**config.mk**
```make
export PLATFORM = sky130hd
export DESIGN_NAME = lu
export DESIGN_NICKNAME = d
export VERILOG_FILES = /design/src/rtl/lu_pkg.sv /design/src/rtl/lu_core.sv /design/src/rtl/lu.sv
export SDC_FILE = /design/constraint.sdc
export NUM_CORES = 1
export LEC_CHECK = 0
export CORE_ASPECT_RATIO = 0.7
export CORE_MARGIN = 3
export CORE_UTILIZATION = 40
export CTS_BUF_LIST = sky130_fd_sc_hd__clkbuf_16
export DETAILED_ROUTE_END_ITERATION = 7
export MAX_ROUTING_LAYER = met4
export PLACE_DENSITY = 0.78
export SYNTH_ARGS = -nofsm -noshare
export SYNTH_HDL_FRONTEND = slang
export SYNTH_SLANG_ARGS = --single-unit
```
**constraint.sdc**
```tcl
create_clock -name clk -period 0.8 [get_ports clk]
set_clock_uncertainty 0.15 [all_clocks]
set_input_delay 0.08 -clock clk [delete_from_list [all_inputs] [get_ports clk]]
set_output_delay 0.08 -clock clk [all_outputs]
set_load 0.01 [all_outputs]
```
**src/rtl/lu_pkg.sv**
```systemverilog
// lu_pkg: shared opcode encoding for the logic unit, ALU result mux and decoder.
package lu_pkg;

   typedef enum logic [1:0] {
      LU_AND = 2'b00,
      LU_OR  = 2'b01,
      LU_XOR = 2'b10,
      LU_NOR = 2'b11
   } lu_op_e;

endpackage

```
**src/rtl/lu_core.sv**
```systemverilog
// lu_core: combinational WIDTH-bit bitwise function selected by opcode.
module lu_core
   import lu_pkg::*;
#(
   parameter int WIDTH = 8
) (
   input  logic [WIDTH-1:0] a,
   input  logic [WIDTH-1:0] b,
   input  lu_op_e           op,
   output logic [WIDTH-1:0] f
);

   always_comb begin
      f = op == LU_AND ? a & b :
          op == LU_OR  ? a | b :
          op == LU_XOR ? a ^ b :
                         ~(a | b);
   end

endmodule

```
**src/rtl/lu.sv**
```systemverilog
// lu: registered bitwise logic unit with one-cycle latency, valid strobe and zero flag.
module lu
   import lu_pkg::*;
#(
   parameter int WIDTH = 8
) (
   input  logic             clk,
   input  logic             rst,
   input  logic [WIDTH-1:0] a,
   input  logic [WIDTH-1:0] b,
   input  logic [1:0]       op,
   input  logic             in_valid,
   output logic [WIDTH-1:0] y,
   output logic             out_valid,
   output logic             zero
);

   logic [WIDTH-1:0] f;
   logic [WIDTH-1:0] y_d, y_q;
   logic             zero_d, zero_q;
   logic             valid_d, valid_q;

   lu_core #(.WIDTH(WIDTH)) u_core (
      .a  (a),
      .b  (b),
      .op (lu_op_e'(op)),
      .f  (f)
   );

   // y and zero hold across idle cycles; only the strobe drops
   always_comb begin
      y_d     = in_valid ? f : y_q;
      zero_d  = in_valid ? ~|f : zero_q;
      valid_d = in_valid;
   end

   always_ff @(posedge clk or posedge rst) begin
      if (rst) begin
         y_q     <= '0;
         zero_q  <= 1'b1;
         valid_q <= 1'b0;
      end else begin
         y_q     <= y_d;
         zero_q  <= zero_d;
         valid_q <= valid_d;
      end
   end

   assign y         = y_q;
   assign zero      = zero_q;
   assign out_valid = valid_q;

endmodule

```
==> key figures <==
Final layout
  – Area growth syn-to-layout: 89.2%
  – Number of fill cells in the layout: roughly 110
  – Antenna Cells: 0
  – Share of layout cells above drive strength 1: a little over two thirds
  – Nets@finish: 176

Routing
  – Drt pass-1 iters: 3
  – Vias per cell: 4.69
  – Routed WL: between 2 and 2.5 mm
  – # DRC: 0
  – Starting DRT DRC Count: 26
  – DRT antenna net count: 0
  – Routed WL per cell: 14.4 µm
  – Via count: 759

Power and ir drop
  – Comb power frac: about 40%
  – Internal: 0.00182 W
  – Sequential Power Share: ~26%
  – Clock power frac: 35.6%
  – Switching share of power: 25.3%
  – Peak VDD IR: 0.000942 V
  – Cell Pwr Density: between 1000 and 1500 nW/µm²
  – Net switching power: 0.000617 W
  – Design Power: approximately 0.0024 W
  – Lkg Pwr: 0.878 nW

STA
  – Worst slew pin tran: 187 ps
  – RSZ-0062 raised after global routing: true
  – Final min period: 1630 ps
  – Tcrit/Tclk final: 204%
  – # setup viols final: 19
  – Final Max Tran Viols: 0
  – Slew HR: 87.5%
  – Fin. Hold Viols: 0
  – Fmax: 612 MHz
  – Worst hold slack: 54.8 ps
  – Fin worst setup slack: -834 ps

Synth
  – Synth async-reset ratio: 100%
  – Syn Std Cell Area: 997 µm²
  – Ys Warns: 0
  – Top cell type's share of synthesized area: 30.1%
  – Post-synth cell types: 14
  – Post-Syn Instances: 83
  – Post-synth top flop: dfrtp_1
  – Post-synth top cells: inv_1 (26), ha_1 (24), dfrtp_1 (9)
  – Area leader, netlist: ha_1
  – Synth Register Bits: 10
  – Seq/Total Area, Yosys: 25.2%
  – Largest cells by area after synthesis: ha_1 (30%), dfrtp_1 (23%), mux4_1 (13%), inv_1 (9.8%), mux2_2 (7.9%)
  – Most common cell in the synthesized netlist: inv_1
  – Post-synth EDFFs: 0
  – Avg Inst Size Synth: 12.0 µm²
  – Synth Net Count: 128

Global routing
  – Met2 GRT Util: 30.5%
  – GR peak layer: met2
  – Met1 Track Usage GR: a little over a fifth
  – Gr usage total: 17.9%
  – Vias in the first global route: 834
  – Largest net degree at the start of global routing: 12
  – Initial antenna violation count: 0
  – M3 GR Usage: 5.87%
  – Overflow after GRT: 0
  – First-pass GRT wire length: 3.97 mm

Run status
  – Status: finished with violations
  – Failing checks: setup timing

Floorplan
  – CORE AREA: 2260 µm²
  – IO Pins: 31
  – Initial core utilization: between 40% and 50%
  – Die Y: ~48 µm
  – Site Rows: 14
  – Full die area: ~3100 µm²
  – Die W: ~66 µm

CTS
  – CTS tree: yes
  – Root Buffer: clkbuf_16
  – CTS buffer count: 3
  – H-Tree Depth: 1
  – Worst-skew pair later-pin latency: 230 ps
  – CTS clock-pin slew for the worst setup and hold paths: 40 ps
  – CTS max path bufs: 2
  – Clk sink count: 10

Worst setup path
  – Critical path's largest stage delay: roughly 530 ps
  – Critical R2R Capture: y[1]
  – Crit path kind: in -> reg
  – Critical path depth: 6
  – Worst R2R Setup Slack: -260 ps
  – CP Cell Sequence: buf_8, inv_6, ha_4, mux4_2, or4_4, o32ai_2
  – Startpoint Class: input pin
  – CP arrival: about 1600 ps
  – Worst path slowest cell: or4_4
  – Crit path required time: 800 ps
  – Reg2reg start: y[1]
  – Worst path bufs/invs: 2
  – CP endpoint kind: register
  – CP max FO: 2
  – Worst path top cell family by delay: simple AND/OR/NAND/NOR gates
  – Worst reg-to-reg path cell count: 2

Hold path
  – Min-Delay Path Class: in -> async

Flow run
  – MaxCap Viol Count: 0

Placed design
  – DP HPWL: 1.85 mm
  – I/O Buffers: 30
  – Placer Congestion: 0.773
through the flow:
stage	setup WS [ps]	cell area, µm²	setup TNS (ps)	utilization (%)	instances
CTS	-895	1860	-6380	82.2	165
floorplan	-909	1230	-4730	-	83
global placement	-1620	1660	-14410	73.4	154
finish	-834	1890	-6050	83.5	162
detailed placement	-1680	1660	-14680	73.4	154
global route	-881	1890	-6510	83.5	162
power by group through the flow:
stage          logic (W)  registers [W]  clock network [W]
6_report        0.000949       0.000621           0.000869
5_1_grt          0.00103       0.000630           0.000907
4_1_cts         0.000943       0.000618           0.000886
3_5_place_dp    0.000877       0.000626                  0
3_3_place_gp    0.000842       0.000624                  0
2_1_floorplan   0.000376       0.000654                  0
final cells by class:
| cell class | instances | area [µm²] | area share [%] |
|---|---|---|---|
| clock buffer | 3 | 75.1 | 3.98 |
| multi-input combinational | 44 | 753 | 39.9 |
| sequential | 10 | 251 | 13.3 |
| tap | 32 | 40.0 | 2.12 |
| timing repair buffer | 46 | 533 | 28.2 |
| clock inverter | 1 | 3.75 | 0.199 |
| inverter | 26 | 230 | 12.2 |
flip-flops by register name, summed over array words and instances (netlist names):
name	count
y	8
zero	1
out_valid	1
how the worst max path moves through the flow:
stage	to	start
detailed placement	zero	b[7]
global placement	zero	b[7]
finish	zero	a[6]
global route	zero	a[4]
floorplan	zero	b[6]
CTS	zero	b[4]
placed cells by master (no fill, tap or decap):
master | Yosys | layout
ha_1 | 24 | 15
buf_6 | 2 | 12
inv_1 | 26 | 10
ha_4 | 0 | 9
buf_12 | 0 | 9
dfrtp_1 | 9 | 9
buf_4 | 0 | 9
mux4_2 | 3 | 8
inv_12 | 0 | 8
buf_2 | 0 | 8
mux2_4 | 0 | 7
buf_8 | 0 | 6
inv_6 | 0 | 5
inv_4 | 0 | 3
clkbuf_16 | 0 | 3
clkdlybuf4s50_1 | 0 | 2
nand2b_4 | 0 | 1
o21a_1 | 1 | 1
or4_4 | 0 | 1
or3_1 | 1 | 1
o32ai_2 | 1 | 1
clkinv_1 | 0 | 1
dfstp_2 | 1 | 1
tightest hold or removal path, cell delays in order:
cell             delay (ps)
clkdlybuf4s50_1         400
inv_1                   130
buf_4                   140
timing repair:
item | in CTS | in global routing
hold buffers | 0 | 0
buffers inserted | 7 | 2
pin swaps | 3 | 6
setup endpoints to repair | 19 | 19
gates resized for setup | 178 | 19
kinds of logic (layout without fill, tap and decap cells):
| logic type | count (synthesis) | count (layout) | share of synthesized area, % |
|---|---|---|---|
| compound gates | 2 | 2 | 2.38 |
| buf+inv | 29 | 76 | 12.4 |
| flops | 10 | 10 | 25.2 |
| mux | 15 | 15 | 27.9 |
| fa+ha+maj | 24 | 24 | 30.1 |
| simple gates | 3 | 3 | 2.01 |
routing by layer:
metal	routed length, µm	part of all wire, %
met5	0	0
met4	11	0.47
met3	141	6.0
met2	1230	53
met1	950	41
Power figures use the tool's default switching activity.
